==> src/rtl/mips_ctrl_pkg.sv <==
// Shared encodings for the multi-cycle MIPS controller, ALU control and datapath.
package mips_ctrl_pkg;

  localparam logic [5:0] OPC_R    = 6'd0;
  localparam logic [5:0] OPC_J    = 6'd2;
  localparam logic [5:0] OPC_BEQ  = 6'd4;
  localparam logic [5:0] OPC_ADDI = 6'd8;
  localparam logic [5:0] OPC_LW   = 6'd35;
  localparam logic [5:0] OPC_SW   = 6'd43;

  typedef enum logic [3:0] {
    S_FETCH  = 4'd0,
    S_DECODE = 4'd1,
    S_MEMADR = 4'd2,
    S_MEMRD  = 4'd3,
    S_MEMWB  = 4'd4,
    S_MEMWR  = 4'd5,
    S_EXEC   = 4'd6,
    S_ALUWB  = 4'd7,
    S_ADDIEX = 4'd8,
    S_ADDIWB = 4'd9,
    S_BRANCH = 4'd10,
    S_JUMP   = 4'd11,
    S_TRAP   = 4'd12
  } ctrl_state_t;

  typedef enum logic [1:0] {
    ALUOP_ADD   = 2'b00,
    ALUOP_SUB   = 2'b01,
    ALUOP_FUNCT = 2'b10
  } aluop_t;

  typedef enum logic [1:0] {
    PCSRC_ALU    = 2'b00,
    PCSRC_ALUOUT = 2'b01,
    PCSRC_JUMP   = 2'b10
  } pcsrc_t;

  typedef enum logic [1:0] {
    SRCB_RT      = 2'b00,
    SRCB_FOUR    = 2'b01,
    SRCB_IMM     = 2'b10,
    SRCB_IMM_SH2 = 2'b11
  } alusrcb_t;

  // Widen a 6-bit opcode constant to the instantiated op field width.
  function automatic logic [31:0] opc_ext(logic [5:0] opc);
    return {26'd0, opc};
  endfunction

endpackage

==> src/rtl/multicycle_control_if.sv <==
// Controller <-> datapath bundle: opcode and memory handshake in, mux selects and enables out.
interface multicycle_control_if #(
  parameter int OP_W  = 6,
  parameter int CNT_W = 32
);
  logic [OP_W-1:0]  op;
  logic             mem_ready;
  logic             iord;
  logic             memread;
  logic             memwrite;
  logic             irwrite;
  logic             pcwrite;
  logic             branch;
  logic [1:0]       pcsrc;
  logic             alusrca;
  logic [1:0]       alusrcb;
  logic [1:0]       aluop;
  logic             regdst;
  logic             memtoreg;
  logic             regwrite;
  logic             retire;
  logic             illegal;
  logic [CNT_W-1:0] instr_count;

  modport master (
    input  op, mem_ready,
    output iord, memread, memwrite, irwrite, pcwrite, branch, pcsrc,
           alusrca, alusrcb, aluop, regdst, memtoreg, regwrite,
           retire, illegal, instr_count
  );

  modport slave (
    output op, mem_ready,
    input  iord, memread, memwrite, irwrite, pcwrite, branch, pcsrc,
           alusrca, alusrcb, aluop, regdst, memtoreg, regwrite,
           retire, illegal, instr_count
  );
endinterface

==> src/rtl/multicycle_control_retire_counter.sv <==
// Free-running retired-instruction counter; wraps at 2^CNT_W.
module retire_counter #(
  parameter int CNT_W = 32
) (
  input  logic             clk,
  input  logic             rst_n,
  input  logic             en,
  output logic [CNT_W-1:0] count
);

  always_ff @(posedge clk or negedge rst_n) begin
    if (!rst_n) begin
      count <= '0;
    end else if (en) begin
      count <= count + CNT_W'(1);
    end
  end

endmodule

==> src/rtl/multicycle_control.sv <==
// Multi-cycle MIPS main control FSM: sequences fetch/decode/execute/memory/writeback,
// stalls on mem_ready, traps illegal opcodes and counts retired instructions.
//
// state    | meaning
// FETCH    | read instr at PC, PC+4; leave when memory ready
// DECODE   | register read, branch target precompute, dispatch on op
// MEMADR   | lw/sw effective address
// MEMRD    | load data read, wait for ready
// MEMWB    | load writeback, retire
// MEMWR    | store write, retire on ready
// EXEC     | R-type ALU operation
// ALUWB    | R-type writeback to rd, retire
// ADDIEX   | addi ALU operation
// ADDIWB   | addi writeback to rt, retire
// BRANCH   | beq compare and conditional PC load, retire
// JUMP     | PC load from jump target, retire
// TRAP     | illegal opcode, parked until reset
module multicycle_control
  import mips_ctrl_pkg::*;
#(
  parameter int OP_W        = 6,
  parameter int CNT_W       = 32,
  parameter bit ENABLE_JUMP = 1'b1
) (
  input  logic                 clk,
  input  logic                 rst_n,
  multicycle_control_if.master bus
);

  ctrl_state_t state, state_nxt;

  logic       iord, memread, memwrite, irwrite, pcwrite, branch;
  logic       alusrca, regdst, memtoreg, regwrite, retire, illegal;
  logic [1:0] pcsrc, alusrcb, aluop;

  logic op_lw, op_sw, op_r, op_addi, op_beq, op_j;

  assign op_lw   = (bus.op == OP_W'(opc_ext(OPC_LW)));
  assign op_sw   = (bus.op == OP_W'(opc_ext(OPC_SW)));
  assign op_r    = (bus.op == OP_W'(opc_ext(OPC_R)));
  assign op_addi = (bus.op == OP_W'(opc_ext(OPC_ADDI)));
  assign op_beq  = (bus.op == OP_W'(opc_ext(OPC_BEQ)));
  assign op_j    = (bus.op == OP_W'(opc_ext(OPC_J)));

  always_ff @(posedge clk or negedge rst_n) begin
    if (!rst_n) begin
      state <= S_FETCH;
    end else begin
      state <= state_nxt;
    end
  end

  always_comb begin
    state_nxt = state;
    iord      = 1'b0;
    memread   = 1'b0;
    memwrite  = 1'b0;
    irwrite   = 1'b0;
    pcwrite   = 1'b0;
    branch    = 1'b0;
    pcsrc     = PCSRC_ALU;
    alusrca   = 1'b0;
    alusrcb   = SRCB_RT;
    aluop     = ALUOP_ADD;
    regdst    = 1'b0;
    memtoreg  = 1'b0;
    regwrite  = 1'b0;
    retire    = 1'b0;
    illegal   = 1'b0;

    case (state)
      S_FETCH: begin
        memread = 1'b1;
        alusrcb = SRCB_FOUR;
        irwrite = bus.mem_ready;
        pcwrite = bus.mem_ready;
        if (bus.mem_ready) state_nxt = S_DECODE;
      end
      S_DECODE: begin
        alusrcb = SRCB_IMM_SH2;
        if (op_lw || op_sw)            state_nxt = S_MEMADR;
        else if (op_r)                 state_nxt = S_EXEC;
        else if (op_addi)              state_nxt = S_ADDIEX;
        else if (op_beq)               state_nxt = S_BRANCH;
        else if (op_j && ENABLE_JUMP)  state_nxt = S_JUMP;
        else                           state_nxt = S_TRAP;
      end
      S_MEMADR: begin
        alusrca = 1'b1;
        alusrcb = SRCB_IMM;
        // op is re-examined here; a non-memory opcode at this point is treated as illegal
        if (op_lw)      state_nxt = S_MEMRD;
        else if (op_sw) state_nxt = S_MEMWR;
        else            state_nxt = S_TRAP;
      end
      S_MEMRD: begin
        iord    = 1'b1;
        memread = 1'b1;
        if (bus.mem_ready) state_nxt = S_MEMWB;
      end
      S_MEMWB: begin
        regwrite  = 1'b1;
        memtoreg  = 1'b1;
        retire    = 1'b1;
        state_nxt = S_FETCH;
      end
      S_MEMWR: begin
        iord     = 1'b1;
        memwrite = 1'b1;
        retire   = bus.mem_ready;
        if (bus.mem_ready) state_nxt = S_FETCH;
      end
      S_EXEC: begin
        alusrca   = 1'b1;
        aluop     = ALUOP_FUNCT;
        state_nxt = S_ALUWB;
      end
      S_ALUWB: begin
        regdst    = 1'b1;
        regwrite  = 1'b1;
        retire    = 1'b1;
        state_nxt = S_FETCH;
      end
      S_ADDIEX: begin
        alusrca   = 1'b1;
        alusrcb   = SRCB_IMM;
        state_nxt = S_ADDIWB;
      end
      S_ADDIWB: begin
        regwrite  = 1'b1;
        retire    = 1'b1;
        state_nxt = S_FETCH;
      end
      S_BRANCH: begin
        alusrca   = 1'b1;
        aluop     = ALUOP_SUB;
        branch    = 1'b1;
        pcsrc     = PCSRC_ALUOUT;
        retire    = 1'b1;
        state_nxt = S_FETCH;
      end
      S_JUMP: begin
        pcwrite   = 1'b1;
        pcsrc     = PCSRC_JUMP;
        retire    = 1'b1;
        state_nxt = S_FETCH;
      end
      S_TRAP: begin
        illegal   = 1'b1;
        state_nxt = S_TRAP;
      end
      default: begin
        state_nxt = S_FETCH;
      end
    endcase
  end

  assign bus.iord     = iord;
  assign bus.memread  = memread;
  assign bus.memwrite = memwrite;
  assign bus.irwrite  = irwrite;
  assign bus.pcwrite  = pcwrite;
  assign bus.branch   = branch;
  assign bus.pcsrc    = pcsrc;
  assign bus.alusrca  = alusrca;
  assign bus.alusrcb  = alusrcb;
  assign bus.aluop    = aluop;
  assign bus.regdst   = regdst;
  assign bus.memtoreg = memtoreg;
  assign bus.regwrite = regwrite;
  assign bus.retire   = retire;
  assign bus.illegal  = illegal;

  retire_counter #(.CNT_W(CNT_W)) u_retire_counter (
    .clk   (clk),
    .rst_n (rst_n),
    .en    (retire),
    .count (bus.instr_count)
  );

endmodule

==> src/flat_wrapper.sv <==
// flat-port wrapper written by rule: the top's interface ports become plain ports
module multicycle_control_flat import mips_ctrl_pkg::*;
#(
  parameter int OP_W        = 6,
  parameter int CNT_W       = 32,
  parameter bit ENABLE_JUMP = 1'b1
)
  (clk, rst_n, bus_op, bus_mem_ready, bus_iord, bus_memread, bus_memwrite, bus_irwrite, bus_pcwrite, bus_branch, bus_pcsrc, bus_alusrca, bus_alusrcb, bus_aluop, bus_regdst, bus_memtoreg, bus_regwrite, bus_retire, bus_illegal, bus_instr_count);
  multicycle_control_if #(.OP_W(OP_W), .CNT_W(CNT_W)) bus_i ();
  input  logic clk;
  input  logic rst_n;
  input wire logic [$bits(bus_i.op)-1:0] bus_op;
  input wire logic [$bits(bus_i.mem_ready)-1:0] bus_mem_ready;
  output wire logic [$bits(bus_i.iord)-1:0] bus_iord;
  output wire logic [$bits(bus_i.memread)-1:0] bus_memread;
  output wire logic [$bits(bus_i.memwrite)-1:0] bus_memwrite;
  output wire logic [$bits(bus_i.irwrite)-1:0] bus_irwrite;
  output wire logic [$bits(bus_i.pcwrite)-1:0] bus_pcwrite;
  output wire logic [$bits(bus_i.branch)-1:0] bus_branch;
  output wire logic [$bits(bus_i.pcsrc)-1:0] bus_pcsrc;
  output wire logic [$bits(bus_i.alusrca)-1:0] bus_alusrca;
  output wire logic [$bits(bus_i.alusrcb)-1:0] bus_alusrcb;
  output wire logic [$bits(bus_i.aluop)-1:0] bus_aluop;
  output wire logic [$bits(bus_i.regdst)-1:0] bus_regdst;
  output wire logic [$bits(bus_i.memtoreg)-1:0] bus_memtoreg;
  output wire logic [$bits(bus_i.regwrite)-1:0] bus_regwrite;
  output wire logic [$bits(bus_i.retire)-1:0] bus_retire;
  output wire logic [$bits(bus_i.illegal)-1:0] bus_illegal;
  output wire logic [$bits(bus_i.instr_count)-1:0] bus_instr_count;
  assign bus_i.op = bus_op;
  assign bus_i.mem_ready = bus_mem_ready;
  assign bus_iord = bus_i.iord;
  assign bus_memread = bus_i.memread;
  assign bus_memwrite = bus_i.memwrite;
  assign bus_irwrite = bus_i.irwrite;
  assign bus_pcwrite = bus_i.pcwrite;
  assign bus_branch = bus_i.branch;
  assign bus_pcsrc = bus_i.pcsrc;
  assign bus_alusrca = bus_i.alusrca;
  assign bus_alusrcb = bus_i.alusrcb;
  assign bus_aluop = bus_i.aluop;
  assign bus_regdst = bus_i.regdst;
  assign bus_memtoreg = bus_i.memtoreg;
  assign bus_regwrite = bus_i.regwrite;
  assign bus_retire = bus_i.retire;
  assign bus_illegal = bus_i.illegal;
  assign bus_instr_count = bus_i.instr_count;
  multicycle_control #(.OP_W(OP_W), .CNT_W(CNT_W), .ENABLE_JUMP(ENABLE_JUMP)) u_core (.clk(clk), .rst_n(rst_n), .bus(bus_i));
endmodule
==> config.mk <==
export PLATFORM = sky130hd
export DESIGN_NAME = multicycle_control_flat
export DESIGN_NICKNAME = d
export VERILOG_FILES = /design/src/rtl/mips_ctrl_pkg.sv /design/src/rtl/multicycle_control_if.sv /design/src/rtl/multicycle_control_retire_counter.sv /design/src/rtl/multicycle_control.sv /design/src/flat_wrapper.sv
export SDC_FILE = /design/constraint.sdc
export NUM_CORES = 1
export LEC_CHECK = 0
export CAP_MARGIN = 15
export CELL_PAD_IN_SITES_DETAIL_PLACEMENT = 1
export CELL_PAD_IN_SITES_GLOBAL_PLACEMENT = 1
export CORE_MARGIN = 8
export CORE_UTILIZATION = 36
export DETAILED_ROUTE_END_ITERATION = 7
export PLACE_DENSITY_LB_ADDON = 0.1
export SYNTH_ARGS = -nofsm -noshare
export SYNTH_HDL_FRONTEND = slang
export SYNTH_SLANG_ARGS = --single-unit
==> constraint.sdc <==
create_clock -name clk -period 2 [get_ports clk]
set_input_delay 0.4 -clock clk [delete_from_list [all_inputs] [get_ports clk]]
set_output_delay 0.4 -clock clk [all_outputs]
set_load 0.005 [all_outputs]
==> results of run 1 <==
==> repair_timing <==
item	4_1_cts	5_1_grt
buffers inserted	9	7
setup endpoints to repair	18	12
resized for setup	41	14
pin swaps	1	2
==> placed cells by master, fill, tap and decap left out, types with 5 or more instances in the layout <==
cell type / instances
buf_4: 40
clkdlybuf4s50_1: 39
dfrtp_1: 32
xnor2_1: 23
nand3_1: 18
nor2_1: 16
nand2_1: 13
dlygate4sd2_1: 11
and3_1: 9
xor2_1: 9
nor3_1: 8
nand4_1: 8
clkbuf_8: 5
buf_6: 5
==> worst reg2reg max path, stage by stage, from the launching register on <==
cell	delay, ps
dfrtp_2	450
buf_6	140
nor2b_2	160
a21oi_2	170
buf_4	140
buf_4	130
and3_1	190
buf_12	130
nand3_1	120
xnor2_2	150
==> state kept, by name (all words and copies together) (netlist names) <==
name,count
u_core.u_retire_counter.count,32
u_core.state,4
==> through the flow <==
step                      hold WS (ps)  instance area (sq um)
after floorplan                    104                   2070
after global placement             467                   2910
after detailed placement           475                   2910
after CTS                          161                   3120
after global routing               180                   3190
final                              141                   3190
==> cells in the mapped netlist (2+ instances only) <==
cell       n  area share (%)
a211oi_1   2            0.72
and3_1     9             2.7
and4_1     2            0.85
buf_2      2            0.48
buf_4      4             1.4
clkbuf_1   4            0.72
dfrtp_1   36              43
inv_1      4            0.72
nand2_1   13             2.4
nand2b_1   5             1.5
nand3_1   18             4.3
nand4_1    8             2.4
nor2_1    19             3.4
nor2b_1    6             1.8
nor3_1    10             2.4
nor3_2     3             1.4
nor4_1     2            0.60
o211ai_1   2            0.72
o21ai_0    3            0.72
o22ai_1    2            0.60
o31ai_1    2            0.72
or2_2      3            0.91
xnor2_1   24              10
xor2_1     9             3.8
==> layer usage <==
layer | GRT usage, % | share of wire, % | vias up
met2 | 26.9 | 52 | 48
li1 | - | - | 952
met5 | 0 | 0 | -
met3 | 4.07 | 5.7 | 12
met1 | 16.0 | 40 | 992
met4 | 6.58 | 2.2 | 0
==> report_power, final <==
part           leakage, nW  internal [mW]  switching [mW]  total (mW)
sequential           0.471          0.819           0.124       0.944
clock               0.0552          0.370           0.262       0.632
combinational        0.942          0.911           0.715        1.63
total                 1.47           2.10            1.10        3.20
==> cells by family after synthesis <==
group                    Yosys count  share of synthesized area [%]
AO/OA/AOI/OAI                     23                           8.57
XOR/XNOR                          33                           13.9
adder cells (fa/ha/maj)            1                          0.603
buffers and inverters             15                           3.92
flip-flops                        36                           43.5
multiplexers                       1                          0.543
AND/OR/NAND/NOR                  105                           29.0
==> layout make-up <==
| type | count | area [sq um] |
|---|---|---|
| flip-flops and latches | 36 | 906 |
| clock buffers | 6 | 72.6 |
| well taps | 72 | 90.1 |
| inverters | 4 | 15.0 |
| fillers | 641 | 2350 |
| multi-input cells | 163 | 1150 |
| clock inverters | 2 | 35.0 |
| repair buffers | 104 | 923 |
==> final timing paths <==
kind / endpoint / slack (ps) / cells past startpoint
min in group clk: u_core.u_retire_counter.count[31] / 500 / 1
max reg2reg: u_core.u_retire_counter.count[13] / 110 / 9
min reg2reg: u_core.u_retire_counter.count[31] / 500 / 1
min: u_core.u_retire_counter.count[18] / 140 / 2
max in group asynchronous: u_core.state[3] / 1490 / 2
max: bus_memread / 90 / 4
==> reports/qor.csv, run 1 <==
stage,metric,value,unit
yosys,synth.avg_cell_area,9.69,sq um
power_and_ir_drop,pwr_density_cell,1000,nW/um^2
yosys,synth_seq_cells,36,
yosys,yosys_warnings,0,
placed_design,final_weighted_congestion_in_routability_driven_placement,0.776,
hold_path,holdCritPathClass,in -> async,
layout,finalNonFillerCells,387,
power_and_ir_drop,ir_worst_vdd,512,uV
layout,layout-drive-gt1-share,28.6,%
yosys,postSynth.topFlopCell,dfrtp_1,
clocking,h_tree_depth,2,
route,drtAntennaViolNets,0,
yosys,netlist_area,2070,sq um
layout,postLayoutCoreUtil,57.7,%
floorplan,start_util,37.4,%
clocking,clkTransAtPathRegs,70,ps
clocking,clk_root_buffer_cell,clkbuf_8,
route,drt_pass1_iterations,4,
timing,timing.final.setup_violations,0,
worst_setup_path,critPathCaptureType,primary output,
floorplan,placeableCoreArea,5540,sq um
clocking,clock_path_buffers,2,
timing,clock.fmax,523,MHz
layout,layout-area-overhead-vs-synth,54.1,%
worst_setup_path,critical_path.startpoint_type,flip-flop,
route,post_drt_via_cell_ratio,5.18,
power_and_ir_drop,p_leak,1.47,nW
placed_design,port_bufs,58,
power_and_ir_drop,post-layout-total-power,3.20,mW
worst_setup_path,timing.critical_path.cells,buf_4 > nand2b_1 > and3_1 > dlygate4sd2_1,
floorplan,die_height,91.9,microns
route,route.vias.total,2004,
timing,fin_ws,89.4,ps
global_route,grt_use_total,15.0,%
clocking,postCtsHoldBufs,0,
worst_setup_path,critPathSlowestCell,dfrtp_2,
timing,fin_worst_skew,8.81,ps
timing,min_period,1910,ps
clocking,cts_buffers,5,
route,drtIter0Drc,49,
floorplan,pin_count,59,
global_route,grt_pass1_vias,2129,
worst_setup_path,slowest_delay,440,ps
worst_setup_path,worst-path-buf-inv,2,
timing,relSlewSlack,69.0,%
yosys,postSynthCellCount,214,
floorplan,fp-row-count,27,
worst_setup_path,worstPathMaxFanout,5,
yosys,synth_enable_flop_cells,0,
yosys,synth_cell_types,46,
timing,finalHoldViolCount,0,
placed_design,placed_cells_incl_taps,363,
global_route,global_route_wire_length_before_repair,10500,microns
outcome,outcome,finished clean,
floorplan,fp.dieArea,8440,sq um
worst_setup_path,worst_r2r_startpoint,u_core.state[2],
placed_design,dp.final_hpwl,4610,microns
timing,setup_total_negative_slack,0,ps
yosys,synth_seq_area_share,43.5,%
worst_setup_path,timing.critical_path.max_delay_family,flip-flops,
global_route,gr-total-overflow,0,
yosys,postSynth.asyncResetShare,100,%
worst_setup_path,critical_path_class,reg -> out,
worst_setup_path,cp.required,1600,ps
timing,slew_violations,0,
global_route,grt_max_degree,37,
global_route,antenna_found_initial,0,
layout,antennaDiodeCount,0,
route,mean_routed_wirelength_per_cell,16.5,microns
route,drcViolationCount,0,
timing,worst_slew_pin_slew,465,ps
clocking,cts_num_sinks,36,
clocking,clk-insertion-delay-late,290,ps
timing,post-route-period-util,95.5,%
worst_setup_path,crit_arrival,1510,ps
floorplan,die-width,91.9,microns
layout,layout.nets,324,
clocking,cts_tree,built,
yosys,mappedNetlistNets,224,
placed_design,preCtsSetupSlack,-220,ps
run,max_cap_violations,0,
worst_setup_path,timing_startpoint_of_the_critical_path,u_core.state[1],
route,postRouteWirelength,6370,microns
Power figures use the tool's default switching activity.
==> run 2: changes to the inputs <==
--- a/config.mk
+++ b/config.mk
@@ -11,3 +11,3 @@
 export CORE_MARGIN = 8
-export CORE_UTILIZATION = 36
+export CORE_UTILIZATION = 32
 export DETAILED_ROUTE_END_ITERATION = 7
==> constraint.sdc (replaced) <==
create_clock -name clk -period 1.7 [get_ports clk]
set_input_delay 0.34 -clock clk [delete_from_list [all_inputs] [get_ports clk]]
set_output_delay 0.34 -clock clk [all_outputs]
set_load 0.1 [all_outputs]
==> reports/qor.csv, run 2 (synthesis gave the netlist of run 1 again) <==
stage,metric,value,unit
clocking,clk_root_buffer_cell,clkbuf_8,
global_route,antenna_found_initial,0,
clocking,cts_num_sinks,36,
layout,reg.largest.list,"u_core.u_retire_counter.count: 32 flops, u_core.state: 4 flops",
power_and_ir_drop,p_seq_share,17.6,%
route,drtAntennaViolNets,0,
layout,fillers,570,
power_and_ir_drop,ir_worst_vdd,1740,uV
worst_setup_path,regToRegSetupSlack,-230,ps
global_route,grt_use_total,21.5,%
clocking,h_tree_depth,2,
route,drtIter0Drc,72,
floorplan,placeableCoreArea,6310,sq um
timing,setup_total_negative_slack,-6410,ps
layout,layout-area-overhead-vs-synth,117,%
outcome,failing_checks,negative setup slack,
layout,largest_register_ff_count,32,
placed_design,final_weighted_congestion_in_routability_driven_placement,0.863,
worst_setup_path,crit_end,bus_retire,
layout,area_of_all_placed_cells_without_fillers,4490,sq um
placed_design,dp.final_hpwl,5440,microns
layout,layout.nets,345,
timing,clock.fmax,506,MHz
route,route.vias.total,2198,
layout,most_common_cell_after_layout_fill_and_taps_aside,buf_12,
global_route,gr-total-overflow,0,
hold_path,holdCritPathClass,in -> async,
clocking,cts_tree,built,
placed_design,port_bufs,58,
clocking,cts_buffers,5,
power_and_ir_drop,power_switching_share,49.4,%
worst_setup_path,worst-r2r-cell-count,9,
timing,post-route-period-util,116,%
global_route,grt_max_degree,20,
timing,grt_setup_unrepaired,true,
route,mean_routed_wirelength_per_cell,23.5,microns
timing,fin_ws,-277,ps
outcome,outcome,finished with violations,
timing,finalHoldViolCount,0,
worst_setup_path,worst_r2r_endpoint,u_core.u_retire_counter.count[24],
floorplan,fp-row-count,29,
timing,relSlewSlack,66.8,%
floorplan,start_util,32.8,%
run,max_cap_violations,0,
placed_design,placed_cells_incl_taps,388,
layout,layout-drive-gt1-share,69.3,%
clocking,clock_path_buffers,2,
timing,worst_slew_pin_slew,497,ps
floorplan,die_height,96.5,microns
power_and_ir_drop,post-layout-total-power,6.65,mW
worst_setup_path,worst_r2r_startpoint,u_core.state[0],
clocking,postCtsHoldBufs,0,
floorplan,die-width,96.5,microns
worst_setup_path,critical_path_class,reg -> out,
power_and_ir_drop,pwr_density_cell,1480,nW/um^2
worst_setup_path,crit_arrival,1640,ps
route,post_drt_via_cell_ratio,5.32,
power_and_ir_drop,pwr-share-clk,12.8,%
power_and_ir_drop,power.net_switching,3.28,mW
timing,fin_worst_skew,7.13,ps
global_route,global_route_wire_length_before_repair,15000,microns
route,drt_pass1_iterations,4,
route,drcViolationCount,0,
worst_setup_path,critical_path.startpoint_type,flip-flop,
worst_setup_path,worstPathMaxFanout,5,
floorplan,fp.dieArea,9310,sq um
route,postRouteWirelength,9690,microns
layout,mostFrequentLayoutCells,"54 x buf_12, 50 x buf_4, 26 x dfrtp_4",
timing,hold-worst-slack,6.04,ps
worst_setup_path,critPathCaptureType,primary output,
layout,finalNonFillerCells,413,
placed_design,placed_area,3910,sq um
timing,min_period,1980,ps
timing,slew_violations,0,
global_route,grt_pass1_vias,2617,
clocking,clk-insertion-delay-late,290,ps
worst_setup_path,cp.required,1360,ps
layout,top_register,u_core.u_retire_counter.count,
layout,antennaDiodeCount,0,
power_and_ir_drop,cell_internal_pwr,3.36,mW
power_and_ir_drop,share_comb_of_total_power,69.6,%
power_and_ir_drop,p_leak,1.93,nW
floorplan,pin_count,59,
clocking,clkTransAtPathRegs,80,ps
worst_setup_path,timing_startpoint_of_the_critical_path,u_core.state[0],
timing,timing.final.setup_violations,42,
[run 2: changes by cell type in the layout (fill, tap and decap cells not counted), sizes merged]
cell and delta:
dlymetal6s2s -1, clkdlybuf4s50 -33, buf +69, clkinvlp +1, dlygate4sd2 -11, clkdlybuf4s15 -1, clkinv -1, inv -1
clkbuf -1
[run 2: metal layers]
metal | wire length, microns | share of wire (%) | GRT usage [%]
met2 | 5400 | 56 | 40.9
met4 | 291 | 3.0 | 8.07
met1 | 3600 | 37 | 22.9
met5 | 0 | 0 | 0
met3 | 395 | 4.1 | 3.71
[run 2: cell type report]
type	count	area (sq um)	area share, %
timing repair buffer	125	1690	37.6
multi-input combinational	163	1560	34.7
sequential	36	1010	22.4
clock buffer	7	96.3	2.14
tap	77	96.3	2.14
clock inverter	1	30.0	0.668
inverter	4	18.8	0.418
[run 2: repair_timing]
item,CTS,global route
setup endpoints to repair,33,46
cloned,1,0
setup buffers,15,6
pin swaps,19,17
resized for setup,46,27
[run 2: how the worst min path moves through the flow]
stage | startpoint | endpoint | slack, ps
2_1_floorplan | rst_n | u_core.state[0] | 40
3_3_place_gp | rst_n | u_core.u_retire_counter.count[14] | 320
3_5_place_dp | rst_n | u_core.u_retire_counter.count[14] | 320
4_1_cts | rst_n | u_core.u_retire_counter.count[14] | 3
5_1_grt | rst_n | u_core.u_retire_counter.count[14] | 30
6_report | rst_n | u_core.u_retire_counter.count[14] | 6
[run 2: critical path, stage by stage (launching register included)]
cell and delay (ps):
dfrtp_2 440, buf_6 150, nor2b_2 180, a21oi_2 190, nand2_2 110, clkinvlp_4 110
buf_12 170
[run 2: power groups by stage]
stage               Clock, mW  Sequential, mW  Combinational [mW]
floorplan                   0            1.62                1.99
global placement            0            1.18                3.84
detailed placement          0            1.19                3.89
CTS                     0.858            1.16                4.37
global route            0.887            1.18                4.78
finish                  0.854            1.17                4.62
[run 2: through the flow]
step	setup slack, ps	util, %
floorplan	-271	-
global placement	-200	61.9
detailed placement	-234	61.9
CTS	-209	69.1
global route	-333	71.2
finish	-277	71.2
